===== config.mk =====
export PLATFORM = sky130hd
export DESIGN_NAME = reg_univ
export DESIGN_NICKNAME = d
export VERILOG_FILES = /design/src/rtl/reg_univ.sv
export SDC_FILE = /design/constraint.sdc
export NUM_CORES = 1
export LEC_CHECK = 0
export ABC_AREA = 1
export CORE_MARGIN = 1.5
export CORE_UTILIZATION = 35
export CTS_CLUSTER_DIAMETER = 120
export DETAILED_ROUTE_END_ITERATION = 8
export PLACE_DENSITY = 0.82
export SYNTH_ARGS = -nofsm -noshare
export SYNTH_HDL_FRONTEND = slang
export SYNTH_SLANG_ARGS = --single-unit

===== constraint.sdc =====
create_clock -name clk -period 2.72 [get_ports clk]
set_clock_uncertainty 0.1 [all_clocks]
set_input_delay 0.544 -clock clk [delete_from_list [all_inputs] [get_ports clk]]
set_output_delay 0.544 -clock clk [all_outputs]
set_load 0.005 [all_outputs]

===== src/rtl/reg_univ.sv =====
// reg_univ -- universal register: load, shift, rotate, synchronous preset/clear,
// asynchronous active-low reset, sticky preset/clear conflict flag.
// The active clock edge is chosen by parameter NEGEDGE.
// Optional up/down counting (modes 110/111) and terminal count are built only
// when macro REG_UNIV_CNT_EN is defined; otherwise modes 110/111 hold and tc = 0.
module reg_univ #(
    parameter int                 WIDTH      = 8,
    parameter int                 NEGEDGE    = 1,
    parameter logic [WIDTH-1:0]   PRESET_VAL = {WIDTH{1'b1}}
) (
    input  logic              clk,
    input  logic              rst_n,
    input  logic              preset,
    input  logic              clear,
    input  logic              en,
    input  logic [2:0]        mode,
    input  logic [WIDTH-1:0]  d,
    input  logic              sin_l,
    input  logic              sin_r,
    output logic [WIDTH-1:0]  q,
    output logic [WIDTH-1:0]  q_n,
    output logic              sout_l,
    output logic              sout_r,
    output logic              conflict,
    output logic              tc
);

    localparam logic [WIDTH-1:0] ZERO = {WIDTH{1'b0}};
    localparam logic [WIDTH-1:0] ONES = {WIDTH{1'b1}};
`ifdef REG_UNIV_CNT_EN
    localparam logic [WIDTH-1:0] ONE  = {{(WIDTH-1){1'b0}}, 1'b1};
`endif

    logic [WIDTH-1:0] q_nxt;
    logic             conflict_nxt;

    function automatic logic [WIDTH-1:0] rot_left(input logic [WIDTH-1:0] v);
        return {v[WIDTH-2:0], v[WIDTH-1]};
    endfunction

    function automatic logic [WIDTH-1:0] rot_right(input logic [WIDTH-1:0] v);
        return {v[0], v[WIDTH-1:1]};
    endfunction

    // Next-state selection: clear beats preset beats hold (en=0) beats mode decode.
    always_comb begin
        q_nxt        = q;
        conflict_nxt = conflict;
        if (clear) begin
            q_nxt = ZERO;
            if (preset) begin
                conflict_nxt = 1'b1;
            end else begin
                conflict_nxt = conflict;
            end
        end else if (preset) begin
            q_nxt = PRESET_VAL;
        end else if (!en) begin
            q_nxt = q;
        end else begin
            // Unknown or unlisted mode values fall through to default and hold.
            case (mode)
                3'b000:  q_nxt = q;
                3'b001:  q_nxt = d;
                3'b010:  q_nxt = {q[WIDTH-2:0], sin_l};
                3'b011:  q_nxt = {sin_r, q[WIDTH-1:1]};
                3'b100:  q_nxt = rot_left(q);
                3'b101:  q_nxt = rot_right(q);
`ifdef REG_UNIV_CNT_EN
                3'b110:  q_nxt = q + ONE;
                3'b111:  q_nxt = q - ONE;
`endif
                default: q_nxt = q;
            endcase
        end
    end

    generate
        if (NEGEDGE != 0) begin : g_fall
            // State register updated on the falling clock edge, reset asynchronously.
            always_ff @(negedge clk or negedge rst_n) begin
                if (!rst_n) begin
                    q        <= ZERO;
                    conflict <= 1'b0;
                end else begin
                    q        <= q_nxt;
                    conflict <= conflict_nxt;
                end
            end
        end else begin : g_rise
            // State register updated on the rising clock edge, reset asynchronously.
            always_ff @(posedge clk or negedge rst_n) begin
                if (!rst_n) begin
                    q        <= ZERO;
                    conflict <= 1'b0;
                end else begin
                    q        <= q_nxt;
                    conflict <= conflict_nxt;
                end
            end
        end
    endgenerate

    assign q_n    = ~q;
    assign sout_l = q[WIDTH-1];
    assign sout_r = q[0];

`ifdef REG_UNIV_CNT_EN
    // Terminal count flags the edge on which the counter is about to wrap.
    assign tc = en & ~preset & ~clear &
                (((mode == 3'b110) & (q == ONES)) | ((mode == 3'b111) & (q == ZERO)));
`else
    assign tc = 1'b0;
`endif

endmodule


==> metrics.txt <==
# TYPE chip_impl_metric gauge
chip_impl_metric{name="grt_overflow",unit=""} 0
chip_impl_metric{name="p_total",unit="mW"} 0.5151
chip_impl_metric{name="gp_routability_congestion",unit=""} 0.8557
chip_impl_info{name="crit_path_end",value="q[0]"} 1
chip_impl_info{name="hp-start",value="conflict"} 1
chip_impl_metric{name="finish.net_count",unit=""} 206
chip_impl_info{name="crit_path_frequent_cell",value="sky130_fd_sc_hd__buf_6"} 1
chip_impl_metric{name="synthesis.nets",unit=""} 141
chip_impl_info{name="timing.rr.start",value="q[0]"} 1
chip_impl_metric{name="ctsHtreeMaxLevel",unit=""} 1
chip_impl_metric{name="detail-route-antenna-nets",unit=""} 0
chip_impl_info{name="synthMostInstantiatedCell",value="sky130_fd_sc_hd__nand2_1"} 1
chip_impl_metric{name="grt_pass1_wl",unit="mm"} 4.257
chip_impl_metric{name="numClockSinks",unit=""} 9
chip_impl_metric{name="detail_route.vias_per_cell",unit=""} 4.803
chip_impl_metric{name="critical_path_data_arrival_time",unit="ns"} 2.29
chip_impl_info{name="cts_root_buffer",value="sky130_fd_sc_hd__clkbuf_4"} 1
chip_impl_metric{name="first_global_vias",unit=""} 968
chip_impl_metric{name="portBuffers",unit=""} 36
chip_impl_metric{name="internal-power",unit="mW"} 0.3453
chip_impl_metric{name="number_of_enable_type_register_cells_in_the_synthesized_netlist",unit=""} 0
chip_impl_metric{name="post_synth_num_cell_types",unit=""} 19
chip_impl_metric{name="power_leakage",unit="nW"} 0.7953
chip_impl_metric{name="totalWireLength",unit="mm"} 2.592
chip_impl_metric{name="netlist_instances",unit=""} 122
chip_impl_metric{name="grt_antenna_before_repair",unit=""} 0
chip_impl_metric{name="irDropWorstVdd",unit="mV"} 0.2970
chip_impl_metric{name="cap_violations",unit=""} 0
chip_impl_metric{name="pin_count_of_the_biggest_net_entering_global_routing",unit=""} 10
chip_impl_metric{name="hold_viol_final",unit=""} 0
chip_impl_metric{name="cts_buffer_depth",unit=""} 2
chip_impl_info{name="worstSetupStartpointType",value="register"} 1
chip_impl_metric{name="antennaDiodeCount",unit=""} 0
chip_impl_metric{name="initial_utilization",unit="%"} 37.82
chip_impl_metric{name="critPathMaxFanout",unit=""} 3
chip_impl_metric{name="power.clock.fraction",unit="%"} 21.4
chip_impl_info{name="result_of_the_run",value="finished, violations left"} 1
chip_impl_metric{name="setup_viol_count_final",unit=""} 25
chip_impl_info{name="critical_path_cell_by_cell",value="buf_6 > buf_6"} 1
chip_impl_metric{name="die-area",unit="um^2"} 2428
chip_impl_metric{name="worst-r2r-setup-slack",unit="ns"} 1.25
chip_impl_metric{name="syn_to_final_growth",unit="%"} 98.00
chip_impl_metric{name="power-per-cell-area",unit="nW/um^2"} 347.1
chip_impl_metric{name="synthArstFlopShare",unit="%"} 100.0
chip_impl_info{name="slowest_stage",value="sky130_fd_sc_hd__dfrtn_1"} 1
chip_impl_metric{name="worstRegToRegCells",unit=""} 11
chip_impl_metric{name="syn-mean-instance-area",unit="um^2"} 6.143
chip_impl_metric{name="dp.cells",unit=""} 194
chip_impl_metric{name="max_stage_delay",unit="ns"} 0.45
chip_impl_info{name="worstSetupEndpointType",value="primary output"} 1
chip_impl_metric{name="yosys_warnings",unit=""} 0
chip_impl_metric{name="drc_markers",unit=""} 0
chip_impl_metric{name="route.detailed.wl_per_inst",unit="um"} 12.17
chip_impl_metric{name="sw_ratio",unit="%"} 32.97
chip_impl_metric{name="io-pin-count",unit=""} 38
chip_impl_metric{name="comb_pwr_share",unit="%"} 48.5
chip_impl_info{name="cts_tree",value="yes"} 1
chip_impl_metric{name="placementRows",unit=""} 16
chip_impl_metric{name="critPathRequiredTime",unit="ns"} 2.08
chip_impl_info{name="timing_startpoint_of_the_critical_path",value="q[0]"} 1
chip_impl_metric{name="fp.coreArea",unit="um^2"} 1982
chip_impl_metric{name="die_height",unit="um"} 49.28
chip_impl_info{name="post_synth_main_area_contributors",value="sky130_fd_sc_hd__nand2_1 32%, sky130_fd_sc_hd__dfrtn_1 30%, sky130_fd_sc_hd__inv_1 7.5%, sky130_fd_sc_hd__a21oi_1 5.3%, sky130_fd_sc_hd__nand4_1 4.2%"} 1
chip_impl_metric{name="post-route-util",unit="%"} 74.87
chip_impl_metric{name="post-dp-hpwl",unit="mm"} 1.740
chip_impl_metric{name="via_count",unit=""} 1023
chip_impl_metric{name="synth.yosys.seq_area_share",unit="%"} 30.05
chip_impl_info{name="rsz0062_at_grt",value="true"} 1
chip_impl_metric{name="power.share.sequential",unit="%"} 30.0
chip_impl_metric{name="detail_route.first_pass.iterations",unit=""} 4
chip_impl_metric{name="tritoncts.num_buffers",unit=""} 3
chip_impl_metric{name="synth.ff_latch_count",unit=""} 9
chip_impl_info{name="category_of_the_critical_setup_timing_path",value="reg2out"} 1
chip_impl_metric{name="globalRouteTotalUtil",unit="%"} 22.81
chip_impl_metric{name="clock_insertion_delay_at_the_later_pin_of_the_skew_report",unit="ns"} 0.28
chip_impl_info{name="postSynth.topFlopCell",value="sky130_fd_sc_hd__dfrtn_1"} 1
chip_impl_metric{name="drtIter0Drc",unit=""} 21
chip_impl_metric{name="finish.cell_count_without_fillers",unit=""} 213
chip_impl_info{name="failing_checks",value="negative setup slack"} 1
chip_impl_info{name="reg2reg_to",value="q[7]"} 1
chip_impl_metric{name="fin_ws",unit="ns"} -0.2188
chip_impl_metric{name="clkSlewWorstSetupHoldPaths",unit="ns"} 0.05
chip_impl_metric{name="die_width",unit="um"} 49.28
chip_impl_info{name="min-delay-path-class",value="reg2reg"} 1
chip_impl_info{name="synth_top_cells_by_count",value="63 x sky130_fd_sc_hd__nand2_1, 15 x sky130_fd_sc_hd__inv_1, 9 x sky130_fd_sc_hd__dfrtn_1"} 1
chip_impl_info{name="synth_largest_area_cell",value="sky130_fd_sc_hd__nand2_1"} 1
chip_impl_metric{name="netSwitchingPower",unit="mW"} 0.1698
chip_impl_metric{name="timing.final.max_slew_violations",unit=""} 0
chip_impl_metric{name="mappedNetlistArea",unit="um^2"} 749.5
chip_impl_metric{name="drive_above_1_share",unit="%"} 40.86
chip_impl_metric{name="netlist.area_leader.share",unit="%"} 31.55
[what timing repair did]
item	in CTS	in global routing
resized for setup	105	10
endpoints found under the setup margin	27	27
setup buffers	16	0
hold buffers	0	0
pin swaps	12	16
hold endpoints to repair	0	0
[power by group through the flow]
stage	Combinational (mW)	Clock, mW	Sequential, mW
2_1_floorplan	0.0876	0	0.162
3_3_place_gp	0.202	0	0.157
3_5_place_dp	0.206	0	0.158
4_1_cts	0.249	0.112	0.154
5_1_grt	0.270	0.118	0.156
6_report	0.250	0.110	0.155
[state kept, by name, summed over array words and instances, names as in the netlist]
signal	cells
conflict	1
q	8
[final cells by class]
type	count	area, um^2
Inverter	15	76.32
Tap cell	27	33.78
Multi-Input combinational cell	92	485.5
Fill cell	136	498.0
Sequential cell	9	225.2
Timing Repair Buffer	66	636.9
Clock buffer	4	26.28
[worst min path at each step]
stage | end | slack, ns | depth (start not counted)
2_1_floorplan | conflict | 0.33 | 1
3_3_place_gp | conflict | 0.32 | 1
3_5_place_dp | conflict | 0.32 | 1
4_1_cts | conflict | 0.32 | 1
5_1_grt | conflict | 0.33 | 1
6_report | conflict | 0.32 | 1
[layout by cell type, fill, tap and decap left out, drive strengths merged, types with 2 or more instances in the layout]
cell type	instances
a21oi	9
o21ai	2
buf	51
dlymetal6s2s	3
inv	15
nand2	66
clkdlybuf4s50	11
dfrtn	9
clkbuf	5
nand4	5
nand3	4
nor2	3
[through the flow]
step	cell area (um^2)	hold WS [ns]	setup slack, ns	TNS (ns)
2_1_floorplan	845.8	0.3281	-0.09910	-0.6231
4_1_cts	1490	0.3227	-0.1878	-3.921
6_report	1484	0.3168	-0.2188	-3.051
3_3_place_gp	1314	0.3206	-0.7637	-9.720
3_5_place_dp	1314	0.3238	-0.7869	-10.08
5_1_grt	1484	0.3325	-0.2419	-4.163
[per-layer routing]
| metal | up-vias | part of all wire (%) | GRT usage (%) |
|---|---|---|---|
| li1 | 502 | - | - |
| met1 | 464 | 39 | 27.74 |
| met2 | 51 | 52 | 39.19 |
| met3 | 6 | 6.7 | 3.988 |
| met4 | 0 | 2.0 | 9.524 |
| met5 | - | 0 | 0 |
[critical path, delay by kind of cell, from the launching register on]
kind	cells	cell delay (ns)
DFF	1	0.45
buffers and inverters	2	0.20
[cells by family after synthesis]
kind of cell               share of synthesized area [%]
other                                             0.5004
AOI/OAI and AO/OA                                  9.349
buffers and inverters                              13.19
DFF                                                30.05
adders and majority gates                          1.669
and+or+nand+nor                                    45.24
Power figures use the tool's default switching activity.
